`src/rtl/tex_pkg.sv`:
```
// Shared constants and state encoding for the TeX transform line sequencer.
package tex_pkg;

  localparam int LINE_W    = 6;
  localparam int ADDR_W    = 8;
  localparam int DATA_W    = 16;
  localparam int PTR_W     = 12;
  localparam int FLD_W     = 6;
  localparam int START_LSB = 0;
  localparam int LEN_LSB   = 6;

  // Parked memory address: outside any line so an idle fetch is harmless.
  localparam logic [ADDR_W-1:0] IDLE_ADDR = 8'hFF;

  typedef enum logic [2:0] {
    S_IDLE,
    S_MAP_REQ,
    S_MAP_WAIT,
    S_RD_ISSUE,
    S_RD_WAIT,
    S_EMIT,
    S_NEXT,
    S_FIN
  } state_e;

endpackage

```
`src/rtl/tex_line_sequencer.sv`:
```
// Walks a line range: fetches each line's pointer word from the mapper, then
// streams that line's character pairs from memory with a valid/ready handshake.
module tex_line_sequencer
  import tex_pkg::*;
(
  input  logic              clk,
  input  logic              rst,
  input  logic              start,
  input  logic [LINE_W-1:0] first_line,
  input  logic [LINE_W-1:0] last_line,
  output logic              busy,
  output logic              done,
  output logic [LINE_W-1:0] map_line,
  input  logic [PTR_W-1:0]  map_addr,
  output logic [ADDR_W-1:0] mem_addr,
  input  logic [DATA_W-1:0] mem_dout,
  output logic              out_valid,
  input  logic              out_ready,
  output logic [7:0]        out_lhs,
  output logic [7:0]        out_rhs,
  output logic [LINE_W-1:0] out_line,
  output logic              out_eol,
  output logic              out_eof
);

  localparam logic [LINE_W-1:0] LINE_ONE = 1;
  localparam logic [FLD_W-1:0]  REM_ONE  = 1;
  localparam logic [ADDR_W-1:0] ADDR_ONE = 1;

  state_e              state_q;
  logic [LINE_W-1:0]   last_q;
  logic [FLD_W-1:0]    rem_q;
  logic                busy_q, done_q, valid_q, eol_q, eof_q;
  logic [LINE_W-1:0]   map_line_q, out_line_q;
  logic [ADDR_W-1:0]   mem_addr_q;
  logic [7:0]          lhs_q, rhs_q;

  logic [FLD_W-1:0]    ptr_start, ptr_len;

  assign ptr_start = map_addr[START_LSB +: FLD_W];
  assign ptr_len   = map_addr[LEN_LSB +: FLD_W];

  always_ff @(posedge clk or posedge rst) begin
    if (rst) begin
      state_q    <= S_IDLE;
      last_q     <= '0;
      rem_q      <= '0;
      busy_q     <= 1'b0;
      done_q     <= 1'b0;
      valid_q    <= 1'b0;
      eol_q      <= 1'b0;
      eof_q      <= 1'b0;
      map_line_q <= '0;
      out_line_q <= '0;
      mem_addr_q <= IDLE_ADDR;
      lhs_q      <= '0;
      rhs_q      <= '0;
    end else begin
      done_q <= 1'b0;
      case (state_q)
        S_IDLE: begin
          if (start) begin
            last_q <= last_line;
            busy_q <= 1'b1;
            if (last_line < first_line) begin
              done_q  <= 1'b1;
              state_q <= S_FIN;
            end else begin
              map_line_q <= first_line;
              state_q    <= S_MAP_REQ;
            end
          end
        end
        S_MAP_REQ: state_q <= S_MAP_WAIT;
        S_MAP_WAIT: begin
          // Zero-length lines produce no pairs and no eol marker.
          if (ptr_len == '0) begin
            state_q <= S_NEXT;
          end else begin
            mem_addr_q <= {{(ADDR_W-FLD_W){1'b0}}, ptr_start};
            rem_q      <= ptr_len;
            state_q    <= S_RD_ISSUE;
          end
        end
        S_RD_ISSUE: state_q <= S_RD_WAIT;
        S_RD_WAIT: begin
          lhs_q      <= mem_dout[DATA_W-1 -: 8];
          rhs_q      <= mem_dout[7:0];
          out_line_q <= map_line_q;
          eol_q      <= (rem_q == REM_ONE);
          eof_q      <= (rem_q == REM_ONE) && (map_line_q == last_q);
          valid_q    <= 1'b1;
          state_q    <= S_EMIT;
        end
        S_EMIT: begin
          if (out_ready) begin
            valid_q <= 1'b0;
            if (rem_q > REM_ONE) begin
              mem_addr_q <= mem_addr_q + ADDR_ONE;
              rem_q      <= rem_q - REM_ONE;
              state_q    <= S_RD_ISSUE;
            end else begin
              mem_addr_q <= IDLE_ADDR;
              state_q    <= S_NEXT;
            end
          end
        end
        S_NEXT: begin
          // Compare before incrementing so last_line=63 never wraps.
          if (map_line_q == last_q) begin
            done_q  <= 1'b1;
            state_q <= S_FIN;
          end else begin
            map_line_q <= map_line_q + LINE_ONE;
            state_q    <= S_MAP_REQ;
          end
        end
        S_FIN: begin
          busy_q  <= 1'b0;
          state_q <= S_IDLE;
        end
        default: begin
          busy_q  <= 1'b0;
          state_q <= S_IDLE;
        end
      endcase
    end
  end

  assign busy      = busy_q;
  assign done      = done_q;
  assign map_line  = map_line_q;
  assign mem_addr  = mem_addr_q;
  assign out_valid = valid_q;
  assign out_lhs   = lhs_q;
  assign out_rhs   = rhs_q;
  assign out_line  = out_line_q;
  assign out_eol   = eol_q;
  assign out_eof   = eof_q;

endmodule
```
`config.mk`:
```
export PLATFORM = sky130hd
export DESIGN_NAME = tex_line_sequencer
export DESIGN_NICKNAME = d
export VERILOG_FILES = /design/src/rtl/tex_pkg.sv /design/src/rtl/tex_line_sequencer.sv
export SDC_FILE = /design/constraint.sdc
export NUM_CORES = 1
export LEC_CHECK = 0
export CORE_AREA = 3 3 81 83
export DETAILED_ROUTE_END_ITERATION = 12
export DIE_AREA = 0 0 84 86
export GPL_ROUTABILITY_DRIVEN = 0
export PLACE_DENSITY = 0.82
export SETUP_SLACK_MARGIN = 0.4
export SYNTH_ARGS = -nofsm -noshare
export SYNTH_HDL_FRONTEND = slang
export SYNTH_SLANG_ARGS = --single-unit
```
`constraint.sdc`:
```
create_clock -name clk -period 4.35 [get_ports clk]
set_input_delay 0.435 -clock clk [delete_from_list [all_inputs] [get_ports clk]]
set_output_delay 0.435 -clock clk [all_outputs]
set_load 0.01 [all_outputs]
```
==> flow_metrics.py <==
metrics = {
    "drt": {
        "postRouteAntennaNets": 0,
        "num_vias": 2486,
        "drt_iter0_drc": 118,
        "vias_per_cell": 5.488,
        "wirelength_mm": 6.952,
        "firstDrtPassIters": 7,
        "post_drt_wl_per_cell_um": 15.35,
        "drc": 0,
    },
    "placement": {
        "port-buffer-count": 84,
        "place_inst": 445,
        "dpl.hpwl_mm": 5.190,
    },
    "cts": {
        "cts_made_buffers": 5,
        "cts_max_path_buffers": 2,
        "cts_resized": 0,
        "cts_sinks": 56,
        "clock_latency_ns": 0.30,
        "cts.htree.levels": 2,
        "cts.clk_slew.worst_paths_ns": 0.10,
        "cts_setup_buffers": 0,
        "cts_hold_buf": 0,
        "tritoncts": "yes",
        "root_buffer": "clkbuf_8",
    },
    "global_route": {
        "grt_pass1_wl_mm": 11.92,
        "antenna_found_initial": 0,
        "grt_overflow": 0,
        "grt_usage_pct": 19.92,
        "grt_pass1_vias": 2557,
        "grt_max_degree": 41,
    },
    "run": {
        "maxCapViolCount": 0,
    },
    "synthesis": {
        "synth-main-ff-cell": "dfrtp_1",
        "synthTopCellsByArea": "dfrtp_1 (41%), dfstp_2 (7.1%), mux2_2 (5.7%)",
        "synth_top_cell_by_area": "dfrtp_1",
        "netlist_area_um2": 2949,
        "synth_top_area_share_pct": 40.73,
        "synthCells": 296,
        "synth.avg_cell_area_um2": 9.963,
        "netlist_top_cells_count": "dfrtp_1 (48), nand2_1 (37), a21oi_1 (22), inv_1 (18), nor2_1 (17)",
        "synth_most_common_cell": "dfrtp_1",
        "ys_async_sr_fraction_pct": 100.0,
        "synth-seq-cells": 56,
        "syn_nets": 349,
        "yosys_warnings": 0,
        "synth_cell_types": 53,
        "ys_seq_area_share_pct": 47.86,
        "synth_edf_count": 0,
    },
    "timing": {
        "setup-violations-final": 0,
        "tightest_slew_ns": 1.282,
        "setup_tns_ns": 0,
        "slew_viol_final": 0,
        "post-route-period-util_pct": 61.70,
        "finalHoldViolations": 0,
        "slew_headroom_pct": 14.28,
        "rsz0062_at_grt": "no",
        "clock_skew_ns": 0.002432,
        "hold_slack_ns": 0.4057,
        "fin_crit_ns": 2.684,
        "fmax_mhz": 372.6,
    },
    "die": {
        "initial_utilization_pct": 49.81,
        "die_x_um": 84,
        "core-area_um2": 5921,
        "die-area_um2": 7224,
        "row_count": 28,
        "die_h_um": 86,
        "io_pins": 85,
    },
    "final_layout": {
        "fillCellCount": 475,
        "drive_gt1_share_pct": 11.11,
        "area_growth_pct": 33.43,
        "antenna_cells": 0,
        "finalNetCount": 430,
        "layout.cells.non_filler": 453,
    },
    "critical_path": {
        "max_stage_delay_ns": 0.69,
        "slowest_stage": "o32ai_1",
        "worst-path-max-fanout": 21,
        "crit_path_end_kind": "flop",
        "start_kind": "flop",
        "critPathKind": "flop to flop",
        "worstPathArrival_ns": 2.88,
        "crit_chain": "and3b_1 > nand2_1 > o32ai_1 > a21oi_1 > o21bai_1",
        "crit_required_ns": 4.55,
    },
    "worst_hold_path": {
        "holdCritPathClass": "primary input to async pin",
    },
    "power_and_ir_drop": {
        "power.leakage_nw": 1.628,
        "power_density_nw_per_um2": 658.0,
        "ir_drop_mv": 0.3074,
    },
    "run_status": {
        "outcome": "complete, no violations",
    },
}
-- per-layer routing --
metal,vias up,share of wire [%],global-route usage [%]
li1,1214,-,-
met1,1182,42,25.15
met2,88,51,35.21
met3,2,6.4,4.899
met4,0,0.29,3.655
met5,-,0,0
-- cells in the final DEF, fill, tap and decap left out, drive strengths merged, types with 2 or more instances in the layout --
cell,Yosys,final
a221oi,3,3
inv,18,19
o22a,5,5
clkdlybuf4s50,0,84
o22ai,2,2
nor4,2,2
dfstp,8,8
a21o,3,3
o21ai,22,22
o32ai,2,2
xor2,4,4
ha,9,9
dfrtp,48,48
xnor2,2,2
and3,2,2
nand3,10,10
nand4,5,5
or3,2,2
mux2,23,23
nor3,7,7
clkbuf,4,5
a21oi,22,22
a31oi,6,6
nand2b,7,7
nor2,18,18
nand2,37,37
-- through the flow --
| step | cell area, um2 | setup slack (ns) | util, % | power [W] |
|---|---|---|---|---|
| global placement | 3845 | 1.799 | 64.94 | 0.002267 |
| floorplan | 2949 | 2.504 | - | 0.001766 |
| finish | 3935 | 1.666 | 66.46 | 0.002589 |
| global route | 3935 | 1.487 | 66.46 | 0.002782 |
| CTS | 3935 | 1.733 | 66.46 | 0.002609 |
| detailed placement | 3845 | 1.724 | 64.94 | 0.002312 |
-- power breakdown --
group	internal, W	leakage [nW]	total, W	switching [W]
clock network	0.000115	0.0445	0.000286	0.000171
logic	0.000678	0.921	0.00127	0.000595
registers	0.000784	0.662	0.00103	0.000246
total	0.00158	1.63	0.00259	0.00101
-- flip-flops by register name (all words and copies together), names as in the netlist --
register / count
out_rhs: 8
out_eol: 1
out_lhs: 8
done: 1
map_line: 6
rem_q: 6
out_line: 6
out_valid: 1
mem_addr: 8
busy: 1
last_q: 6
out_eof: 1
state_q: 3
-- cell families (layout without fill, tap and decap cells) --
kind of cell	count (synthesis)	count (layout)	share of synthesized area (%)
buf+inv	29	111	4.073
simple gates	97	97	16.84
xor+xnor	6	6	2.037
flops	56	56	47.86
compound gates	76	76	16.46
mux	23	23	8.910
fa+ha+maj	9	9	3.818
-- worst max-delay path, delay by kind of cell (launching register included) --
family           cells  cell delay, ns
AND/OR/NAND/NOR      2            0.95
flip-flops           1            0.56
AO/OA/AOI/OAI        3            1.07
-- final timing paths --
kind | startpoint | to | slack (ns) | cells after the start
worst min-delay path | rst | out_lhs[0]$_DFFE_PP0P_ | 0.41 | 2
min in group clk | out_rhs[1]$_DFFE_PP0P_ | out_rhs[1]$_DFFE_PP0P_ | 0.50 | 1
max in group asynchronous | rst | mem_addr[5]$_DFFE_PP1P_ | 3.11 | 3
worst max-delay path | state_q[0]$_DFFE_PP0P_ | rem_q[0]$_DFFE_PP0P_ | 1.67 | 5
worst max register to register | state_q[0]$_DFFE_PP0P_ | rem_q[0]$_DFFE_PP0P_ | 1.67 | 5
worst min register to register | out_rhs[1]$_DFFE_PP0P_ | out_rhs[1]$_DFFE_PP0P_ | 0.50 | 1
-- layout make-up --
cell class	count	area, um2	area share [%]
Multi-Input combinational cell	211	1424	36.18
Inverter	18	67.56	1.717
Timing Repair Buffer	85	848.3	21.56
Clock buffer	5	68.82	1.749
Clock inverter	3	21.27	0.5405
Tap cell	75	93.84	2.385
Sequential cell	56	1411	35.87
Note: power is estimated with default switching activity, not from simulation.
